## config.mk

```make
export PLATFORM = sky130hd
export DESIGN_NAME = fp_acc
export DESIGN_NICKNAME = d
export VERILOG_FILES = /design/src/rtl/fp_pkg.sv /design/src/rtl/fp_lzc.sv /design/src/rtl/fp_acc.sv
export SDC_FILE = /design/constraint.sdc
export NUM_CORES = 1
export LEC_CHECK = 0
export ABC_CLOCK_PERIOD_IN_PS = 19700
export CORE_MARGIN = 2
export CORE_UTILIZATION = 45
export DETAILED_ROUTE_END_ITERATION = 12
export HOLD_SLACK_MARGIN = 0.02
export PLACE_DENSITY = 0.6
export SLEW_MARGIN = 20
export SYNTH_ARGS = -nofsm -noshare
export SYNTH_HDL_FRONTEND = slang
export SYNTH_SLANG_ARGS = --single-unit
export TNS_END_PERCENT = 5
```

## constraint.sdc

```tcl
create_clock -name clk -period 19.7 [get_ports clk]
set_input_delay 2.955 -clock clk [delete_from_list [all_inputs] [get_ports clk]]
set_output_delay 2.955 -clock clk [all_outputs]
set_load 0.01 [all_outputs]
```

## src/rtl/fp_pkg.sv

```systemverilog
// Shared single-precision field layout, constants and accumulator FSM states.
package fp_pkg;

    localparam int FP_SIGN     = 31;
    localparam int FP_EXP_HI   = 30;
    localparam int FP_EXP_LO   = 23;
    localparam int FP_MANT_HI  = 22;
    localparam int FP_BIAS     = 127;
    localparam int FP_EXP_MAX  = 255;

    localparam logic [31:0] FP_POS_ZERO = 32'h0000_0000;

    typedef enum logic [2:0] {
        IDLE  = 3'd0,
        ALIGN = 3'd1,
        ADD   = 3'd2,
        NORM  = 3'd3,
        ROUND = 3'd4,
        OUT   = 3'd5
    } fp_state_e;

endpackage

```

## src/rtl/fp_lzc.sv

```systemverilog
// Combinational 28-bit leading-zero counter; an all-zero input reports 28.
module fp_lzc (
    input  logic [27:0] din,
    output logic [4:0]  count
);

    // Scan upward so the highest set bit is the last one to write the count.
    always_comb begin
        count = 5'd28;
        for (int i = 0; i < 28; i++) begin
            if (din[i]) begin
                count = 5'(27 - i);
            end else begin
                count = count;
            end
        end
    end

endmodule

```

## src/rtl/fp_acc.sv

```systemverilog
// Multi-cycle single-precision accumulator: one operand per five cycles,
// round-to-nearest-even, result handed off on the operand flagged last.
module fp_acc
    import fp_pkg::*;
#(
    parameter bit OUT_ACC_CLEAR = 1'b1
) (
    input  logic        clk,
    input  logic        rst,
    input  logic [31:0] in_data,
    input  logic        in_valid,
    input  logic        in_last,
    output logic        in_ready,
    output logic [31:0] out_data,
    output logic        out_valid,
    input  logic        out_ready,
    output logic        busy
);

    fp_state_e   state_r, state_next_s;

    logic [31:0] acc_r, op_r, out_data_r;
    logic        last_r, in_ready_r, out_valid_r, busy_r;
    logic [26:0] big_r, small_r;
    logic [7:0]  exp_r;
    logic        sign_r, sub_r;
    logic [27:0] sum_r, norm_r;
    logic [9:0]  nexp_r;
    logic        zero_r;

    logic        in_xfer_s, out_xfer_s;
    logic [7:0]  acc_exp_s, op_exp_s, big_exp_s, small_exp_s, diff_s;
    logic [23:0] acc_sig_s, op_sig_s, big_sig_s, small_sig_s;
    logic        swap_s, big_sign_s, small_sign_s, sticky_s;
    logic [26:0] small_ext_s, lost_mask_s, aligned_s;
    logic [27:0] sum_s, norm_s;
    logic [4:0]  lzc_s;
    logic [9:0]  nexp_s, rexp_s;
    logic [23:0] rsig_s;
    logic        round_up_s;
    logic [24:0] rsum_s;
    logic [22:0] rmant_s;
    logic [31:0] result_s;

    assign in_xfer_s  = in_valid & in_ready_r;
    assign out_xfer_s = out_valid_r & out_ready;

    assign in_ready  = in_ready_r;
    assign out_valid = out_valid_r;
    assign out_data  = out_data_r;
    assign busy      = busy_r;

    fp_lzc u_lzc (
        .din   (sum_r),
        .count (lzc_s)
    );

    // Unpack, order by magnitude and align the smaller significand with sticky.
    always_comb begin
        acc_exp_s = acc_r[FP_EXP_HI:FP_EXP_LO];
        op_exp_s  = op_r[FP_EXP_HI:FP_EXP_LO];
        acc_sig_s = (acc_exp_s == 8'd0) ? 24'd0 : {1'b1, acc_r[FP_MANT_HI:0]};
        op_sig_s  = (op_exp_s == 8'd0) ? 24'd0 : {1'b1, op_r[FP_MANT_HI:0]};
        swap_s    = {op_exp_s, op_sig_s} > {acc_exp_s, acc_sig_s};
        if (swap_s) begin
            big_exp_s    = op_exp_s;
            big_sig_s    = op_sig_s;
            big_sign_s   = op_r[FP_SIGN];
            small_exp_s  = acc_exp_s;
            small_sig_s  = acc_sig_s;
            small_sign_s = acc_r[FP_SIGN];
        end else begin
            big_exp_s    = acc_exp_s;
            big_sig_s    = acc_sig_s;
            big_sign_s   = acc_r[FP_SIGN];
            small_exp_s  = op_exp_s;
            small_sig_s  = op_sig_s;
            small_sign_s = op_r[FP_SIGN];
        end
        diff_s      = big_exp_s - small_exp_s;
        small_ext_s = {small_sig_s, 3'b000};
        lost_mask_s = 27'd0;
        sticky_s    = 1'b0;
        if (diff_s >= 8'd27) begin
            aligned_s = {26'd0, |small_sig_s};
        end else begin
            lost_mask_s = (27'd1 << diff_s) - 27'd1;
            sticky_s    = |(small_ext_s & lost_mask_s);
            aligned_s   = (small_ext_s >> diff_s) | {26'd0, sticky_s};
        end
    end

    // Magnitude add or subtract with a carry bit on top.
    always_comb begin
        if (sub_r) begin
            sum_s = {1'b0, big_r} - {1'b0, small_r};
        end else begin
            sum_s = {1'b0, big_r} + {1'b0, small_r};
        end
    end

    // Normalise so the leading one sits in bit 27; the exponent carries a +1
    // for that frame, so the carry case needs no shift and only the increment.
    always_comb begin
        if (sum_r[27]) begin
            norm_s = sum_r;
            nexp_s = {2'b00, exp_r} + 10'd1;
        end else begin
            norm_s = sum_r << lzc_s;
            nexp_s = {2'b00, exp_r} + 10'd1 - {5'd0, lzc_s};
        end
    end

    // Round to nearest even on G/R/S below the 24-bit significand and pack.
    always_comb begin
        rsig_s     = norm_r[27:4];
        round_up_s = norm_r[3] & (norm_r[2] | (|norm_r[1:0]) | rsig_s[0]);
        rsum_s     = {1'b0, rsig_s} + {24'd0, round_up_s};
        rexp_s     = nexp_r + (rsum_s[24] ? 10'd1 : 10'd0);
        rmant_s    = rsum_s[24] ? 23'd0 : rsum_s[22:0];
        if (zero_r) begin
            result_s = FP_POS_ZERO;
        end else if ($signed(rexp_s) >= $signed(10'(FP_EXP_MAX))) begin
            result_s = {sign_r, 8'hFF, 23'd0};
        end else if ($signed(rexp_s) <= $signed(10'd0)) begin
            result_s = {sign_r, 31'd0};
        end else begin
            result_s = {sign_r, rexp_s[7:0], rmant_s};
        end
    end

    // Next-state decode of the five-step accumulate sequence.
    always_comb begin
        state_next_s = state_r;
        case (state_r)
            IDLE: begin
                if (in_xfer_s) begin
                    state_next_s = ALIGN;
                end else begin
                    state_next_s = IDLE;
                end
            end
            ALIGN: state_next_s = ADD;
            ADD:   state_next_s = NORM;
            NORM:  state_next_s = ROUND;
            ROUND: begin
                if (last_r) begin
                    state_next_s = OUT;
                end else begin
                    state_next_s = IDLE;
                end
            end
            OUT: begin
                if (out_xfer_s) begin
                    state_next_s = IDLE;
                end else begin
                    state_next_s = OUT;
                end
            end
            default: state_next_s = IDLE;
        endcase
    end

    // State register plus handshake/status flags registered from the next state.
    always_ff @(posedge clk) begin
        if (rst) begin
            state_r     <= IDLE;
            in_ready_r  <= 1'b1;
            out_valid_r <= 1'b0;
            busy_r      <= 1'b0;
        end else begin
            state_r     <= state_next_s;
            in_ready_r  <= (state_next_s == IDLE);
            out_valid_r <= (state_next_s == OUT);
            busy_r      <= (state_next_s != IDLE);
        end
    end

    // Datapath pipeline registers, each stage loaded only in its own state.
    always_ff @(posedge clk) begin
        if (rst) begin
            acc_r      <= FP_POS_ZERO;
            op_r       <= 32'd0;
            last_r     <= 1'b0;
            out_data_r <= 32'd0;
            big_r      <= 27'd0;
            small_r    <= 27'd0;
            exp_r      <= 8'd0;
            sign_r     <= 1'b0;
            sub_r      <= 1'b0;
            sum_r      <= 28'd0;
            norm_r     <= 28'd0;
            nexp_r     <= 10'd0;
            zero_r     <= 1'b0;
        end else begin
            case (state_r)
                IDLE: begin
                    if (in_xfer_s) begin
                        op_r   <= in_data;
                        last_r <= in_last;
                    end
                end
                ALIGN: begin
                    big_r   <= {big_sig_s, 3'b000};
                    small_r <= aligned_s;
                    exp_r   <= big_exp_s;
                    sign_r  <= big_sign_s;
                    sub_r   <= big_sign_s ^ small_sign_s;
                end
                ADD: begin
                    sum_r <= sum_s;
                end
                NORM: begin
                    norm_r <= norm_s;
                    nexp_r <= nexp_s;
                    zero_r <= (sum_r == 28'd0);
                end
                ROUND: begin
                    acc_r <= result_s;
                    if (last_r) begin
                        out_data_r <= result_s;
                    end
                end
                OUT: begin
                    if (out_xfer_s && OUT_ACC_CLEAR) begin
                        acc_r <= FP_POS_ZERO;
                    end
                end
                default: begin
                    acc_r <= FP_POS_ZERO;
                end
            endcase
        end
    end

endmodule

```

* Word-level counts from Yosys, hierarchy flattened
Index checks and enable logic that the tools add are counted.
Storage, ports and cells: word-level logic and storage cells 112, input port bits 37, flip-flop bits (word level) 231, output and inout bits 35
Cells by class: equality and inequality tests 7, reduce and logical (&&, ||, !) cells 13, bitwise operators 9, shift operators 3, mux-type cells 51, magnitude comparators 4, add/subtract/negate cells 8
Operators with widths (count):
- 24-bit 2-to-1 mux | 4
- 32-bit case mux with 3 select lines | 1
- 5-bit 2-to-1 mux | 16
- 32-bit 2-to-1 mux | 2
- 31-bit 2-to-1 mux | 2
- 28-bit 2-to-1 mux | 2
- 32-bit greater-than comparator | 1
- 4-bit 2-to-1 mux | 8
- 27-bit by 27-bit adder with 28-bit output | 1
- 28-bit zero test | 1
- 28-bit by 5-bit << shifter with 28-bit output | 1
- 27-bit by 27-bit subtractor with 28-bit output | 1
- 27-bit AND | 1
- 27-bit 2-to-1 mux | 1
- 27-bit by 1-bit bitwise OR with 27-bit output | 1
- 27-bit OR reduction | 1
- 1-bit by 8-bit << shifter with 27-bit output (first input constant) | 1
- 27-bit by 8-bit >> shifter with 27-bit output | 1
- 27-bit by 1-bit subtractor with 27-bit output (second input constant) | 1
- 24-bit by 1-bit adder with 25-bit output | 1
- 24-bit OR reduction | 1
- 23-bit 2-to-1 mux | 1
- 3-bit 2-to-1 mux | 6
- 3-bit case mux with 6 select lines | 1
- 24 further kinds | 38

* Depth between registers and ports, before layout
depth in word-level cells 30, depth in mapped cells 31

* Cells and area by module
From an unflattened synthesis, not the netlist that was laid out.
Second synthesis, totals: cell total of the unflattened synthesis 2307, area total of the unflattened synthesis 16878.7 µm²
Modules (own cells, without submodules):
- fp_acc | area each 16542.1 µm², times used 1, cells each 2247, seq. area each 4624.4 µm²
- fp_lzc | area each 336.6 µm², times used 1, cells each 60, seq. area each 0.0 µm²

* Worst setup path after synthesis
OpenSTA, ideal clock, no wires.
path type register -> register, start point register op_r[29], end point register small_r[0], data required time 19.575 ns, stages on the path, launching flop included 30, arrival 6.047 ns, slack 13.528 ns, cells stage by stage dfxtp_1 -> clkbuf_1 -> nor4_1 -> nand2_1 -> clkbuf_1 -> nand2_1 -> inv_1 -> ha_1 -> nand4_1 -> or3_1 -> or4_4 -> o21a_4 -> nor2_1 -> buf_4 -> buf_4 -> buf_1 -> nor2_1 -> a21oi_1 -> ha_1 -> nand2_1 -> a31oi_1 -> nor4_4 -> a21oi_2 -> xnor2_2 -> and2_1 -> buf_4 -> o21ai_0 -> o311a_1 -> or4_1 -> o41a_1
Between the ends: cells in the longest elaborated chain, start to end 11
Ends and longest elaborated chain:
- from (decl) | line fp_acc.sv:22 | logic [31:0] acc_r, op_r, out_data_r;
- from (signal assigned) | line fp_acc.sv:199 | op_r <= in_data;
- 8-bit zero test | line fp_acc.sv:63 | op_sig_s = (op_exp_s == 8'd0) ? 24'd0 : {1'b1, op_r[FP_MANT_HI:0]};
- 24-bit 2-to-1 mux | line fp_acc.sv:63
- 32-bit greater-than comparator | line fp_acc.sv:64 | swap_s = {op_exp_s, op_sig_s} > {acc_exp_s, acc_sig_s};
- 8-bit 2-to-1 mux | line fp_acc.sv:65 | if (swap_s) begin
- 8-bit subtractor | line fp_acc.sv:80 | diff_s = big_exp_s - small_exp_s;
- 1-bit by 8-bit << shifter with 27-bit output | line fp_acc.sv:87 | lost_mask_s = (27'd1 << diff_s) - 27'd1;
- 27-bit by 1-bit subtractor with 27-bit output | line fp_acc.sv:87
- 27-bit AND | line fp_acc.sv:88 | sticky_s = |(small_ext_s & lost_mask_s);
- 27-bit OR reduction | line fp_acc.sv:88
- 27-bit by 1-bit bitwise OR with 27-bit output | line fp_acc.sv:89 | aligned_s = (small_ext_s >> diff_s) | {26'd0, sticky_s};
- 27-bit 2-to-1 mux * | line fp_acc.sv:84 | if (diff_s >= 8'd27) begin
- to (signal assigned) | line fp_acc.sv:205 | small_r <= aligned_s;
- to (decl) | line fp_acc.sv:24 | logic [26:0] big_r, small_r;
Mark *: on every way between the ends. The rest lies on a longest branch, timed or not. A chain may end at the register's enable or synchronous reset.

* Final worst setup path
Same ends and word-level chain as after synthesis.

==> run_results.csv <==
group,metric,value,unit
layout,instances_no_fill,2706,
floorplan,start_util,45.8,%
detailed_routing,routed_wl,58.3,mm
layout,final_nets,2351,
setup_path,crit_path_max_fanout,26,
synth,ys_dominant_reg_cell,"dfxtp_1",
floorplan,num_io_pins,72,
clock_tree,cts_sinks,231,
global_route,grt_max_degree,97,
global_route,grt_antenna_before_repair,0,
clock_tree,clk_path_buf_depth,3,
sta,fin_crit,7.23,ns
clock_tree,cts_resized,0,
clock_tree,cts_buffers,27,
synth,synth_seq_cells,231,
power_and_ir_drop,vdd_drop_max,0.0882,mV
power_and_ir_drop,seq_power_share,21.6,%
clock_tree,cts_tree,"yes",
clock_tree,clk_latency,0.55,ns
floorplan,core,0.0367,mm2
setup_path,end_kind,"register",
synth,syn_nets,2385,
floorplan,dieHeight,197,um
power_and_ir_drop,switching_share,49.0,%
placed_design,place_area,0.0177,mm2
sta,hold_viol,0,
sta,maxSlewViolCount,0,
sta,fin_ws,12.47,ns
power_and_ir_drop,powerDensity,148,mW/mm2
synth,synth_top_cell_by_area,"dfxtp_1",
layout,drive_above_1_share,6.70,%
detailed_routing,via_count,16500,
setup_path,required,20.13,ns
worst_hold_path,min_path_type,"reg -> reg",
floorplan,die-area,0.0389,mm2
layout,diodes,0,
floorplan,rows,70,
detailed_routing,drt_iter0_markers,1392,
synth,synthCells,2255,
sta,worst_slew_pin_slew,1.05,ns
global_route,grt_pass1_vias,15200,
sta,skew,0.00795,ns
layout,finalInstanceArea,0.0186,mm2
clock_tree,ctsHoldBuffers,0,
job,maxCapViolCount,0,
sta,rsz0062_at_grt,"no",
synth,async_flop_share,0,%
detailed_routing,via_per_inst,6.08,
sta,whs,0.452,ns
sta,fin_crit_sh,36.7,%
status,status,"complete, no violations",
clock_tree,root_buffer,"clkbuf_16",
sta,relSlewSlack,29.4,%
setup_path,worstPathArrival,7.66,ns
detailed_routing,drtAntennaViolNets,0,
placed_design,post-place-ws,12.58,ns
placed_design,dp.cells,2660,
sta,fmax,138,MHz
detailed_routing,wire_per_inst,21.5,um
synth,synthesis.area,0.0168,mm2
power_and_ir_drop,clkPwrFrac,18.6,%
sta,fin_setup_tns,0,ns
synth,synth.top_cell.area_share,27.5,%
sta,setup_violations,0,
power_and_ir_drop,leakagePower,7.23,nW
synth,synth_warnings,0,
synth,ys_types,86,
setup_path,critPathLaunchType,"register",
setup_path,r2r_slack,12.47,ns
detailed_routing,firstDrtPassIters,5,
floorplan,die_x,197,um
synth,syn_area_per_cell,7.45,um2
global_route,grt.overflow.total,0,
placed_design,port_buffers,71,
power_and_ir_drop,p_sw,1.35,mW
synth,ys_seq_area_share,27.5,%
global_route,grt_pass1_wl,90.2,mm
setup_path,path_class,"reg -> reg",
clock_tree,cts_max_level,1,
placed_design,dp_hpwl,43.9,mm
clock_tree,clk_pin_slew,0.06,ns
synth,synth.top_cells.by_area,"dfxtp_1 (28%), nand2_1 (7.1%), ha_1 (6.8%)",
layout,area_growth,10.6,%
synth,synth_edf_count,0,
detailed_routing,drc,0,
power_and_ir_drop,p_int,1.40,mW
power_and_ir_drop,combPwrFrac,59.9,%
global_route,grt_usage,29.6,%
clock_tree,postCtsSetupRepairBufs,0,
placed_design,gp_congestion,0.936,
area by class of cell:
cell class / instances / area (um2)
clock buffers: 37 / 783
inverters: 103 / 387
fillers: 3606 / 18100
clock inverters: 9 / 108
multi-input cells: 1761 / 11200
flip-flops and latches: 231 / 4620
repair buffers: 97 / 907
well taps: 468 / 586
power groups by stage:
stage	Combinational, mW	Clock [mW]	Sequential [mW]
final	1.64	0.510	0.592
after global routing	1.78	0.536	0.597
after CTS	1.62	0.518	0.589
after detailed placement	1.61	0	0.599
after global placement	1.61	0	0.599
after floorplan	1.25	0	0.557
per-stage QoR:
stage / total power [mW] / utilization (%)
global route: 2.92 / 50.6
finish: 2.74 / 50.6
CTS: 2.73 / 50.6
global placement: 2.21 / 48.2
detailed placement: 2.21 / 48.2
floorplan: 1.80 / -
cell usage in the layout, fill, tap and decap left out, types with 14 or more instances in the layout:
master           count
nand2_1            316
nor2_1             247
dfxtp_1            231
a21oi_1            187
inv_1              101
nand3_1             92
mux2i_1             91
ha_1                91
o21ai_0             76
clkdlybuf4s50_1     70
nor3_1              69
a22oi_1             48
a211oi_1            45
mux2_2              40
xnor2_1             38
o211ai_1            34
clkbuf_16           27
xor2_1              26
a311oi_1            26
buf_4               26
nor2b_1             19
and2_1              18
and3_1              18
nor4_1              17
a221oi_1            17
nand2b_1            16
o31ai_1             14
or3_1               14
a31oi_1             14
synth_stat cells (46+ instances only):
library cell	instances
a211oi_1	46
a21oi_1	188
a22oi_1	48
clkbuf_1	128
dfxtp_1	231
ha_1	91
inv_1	101
mux2i_1	91
nand2_1	318
nand3_1	92
nor2_1	250
nor3_1	69
o21ai_0	76
routing by layer:
metal | track usage [%] | vias to the layer above | share of wire (%)
li1 | - | 8010 | -
met1 | 40.8 | 7807 | 45
met2 | 47.9 | 536 | 45
met3 | 4.20 | 105 | 6.1
met4 | 8.80 | 0 | 3.1
met5 | 0 | - | 0
sequential cells by signal, summed over array words and instances (netlist names), 3 cells and up:
| name | cells |
|---|---|
| op_r | 32 |
| big_r | 24 |
| state_r | 3 |
| sum_r | 28 |
| acc_r | 32 |
| norm_r | 28 |
| small_r | 27 |
| out_data | 32 |
| nexp_r | 10 |
| exp_r | 8 |
critical path, stage by stage, from the launching register on:
cell     delay, ns
dfxtp_1       0.39
nor4_1        0.35
nand2_1       0.62
nand2_1       0.36
inv_1         0.09
ha_1          0.33
nand4_1       0.16
or3_1         0.45
or4_4         0.46
o21a_4        0.17
nor2_4        0.35
a21oi_1       0.12
ha_1          0.23
o21ai_0       0.16
a21oi_1       0.08
nor2_1        0.13
a21oi_2       0.13
xnor2_2       0.86
and2_1        0.44
o21ai_0       0.16
o311a_1       0.15
or4_1         0.53
o41a_1        0.37
kinds of logic after synthesis:
| kind of cell | after synthesis | share of synthesized area, % |
|---|---|---|
| xor+xnor | 65 | 3.43 |
| mux | 138 | 9.04 |
| flops | 231 | 27.5 |
| compound gates | 593 | 23.5 |
| simple gates | 872 | 23.3 |
| buf+inv | 263 | 6.15 |
| fa+ha+maj | 93 | 7.02 |
path summary, 6_finish.rpt:
path	cells after the start	to	from
min	2	out_data[13]	out_data[13]
min reg2reg	2	out_data[13]	out_data[13]
max	22	small_r[0]	op_r[29]
max reg2reg	22	small_r[0]	op_r[29]
Note: power is estimated with default switching activity, not from simulation.
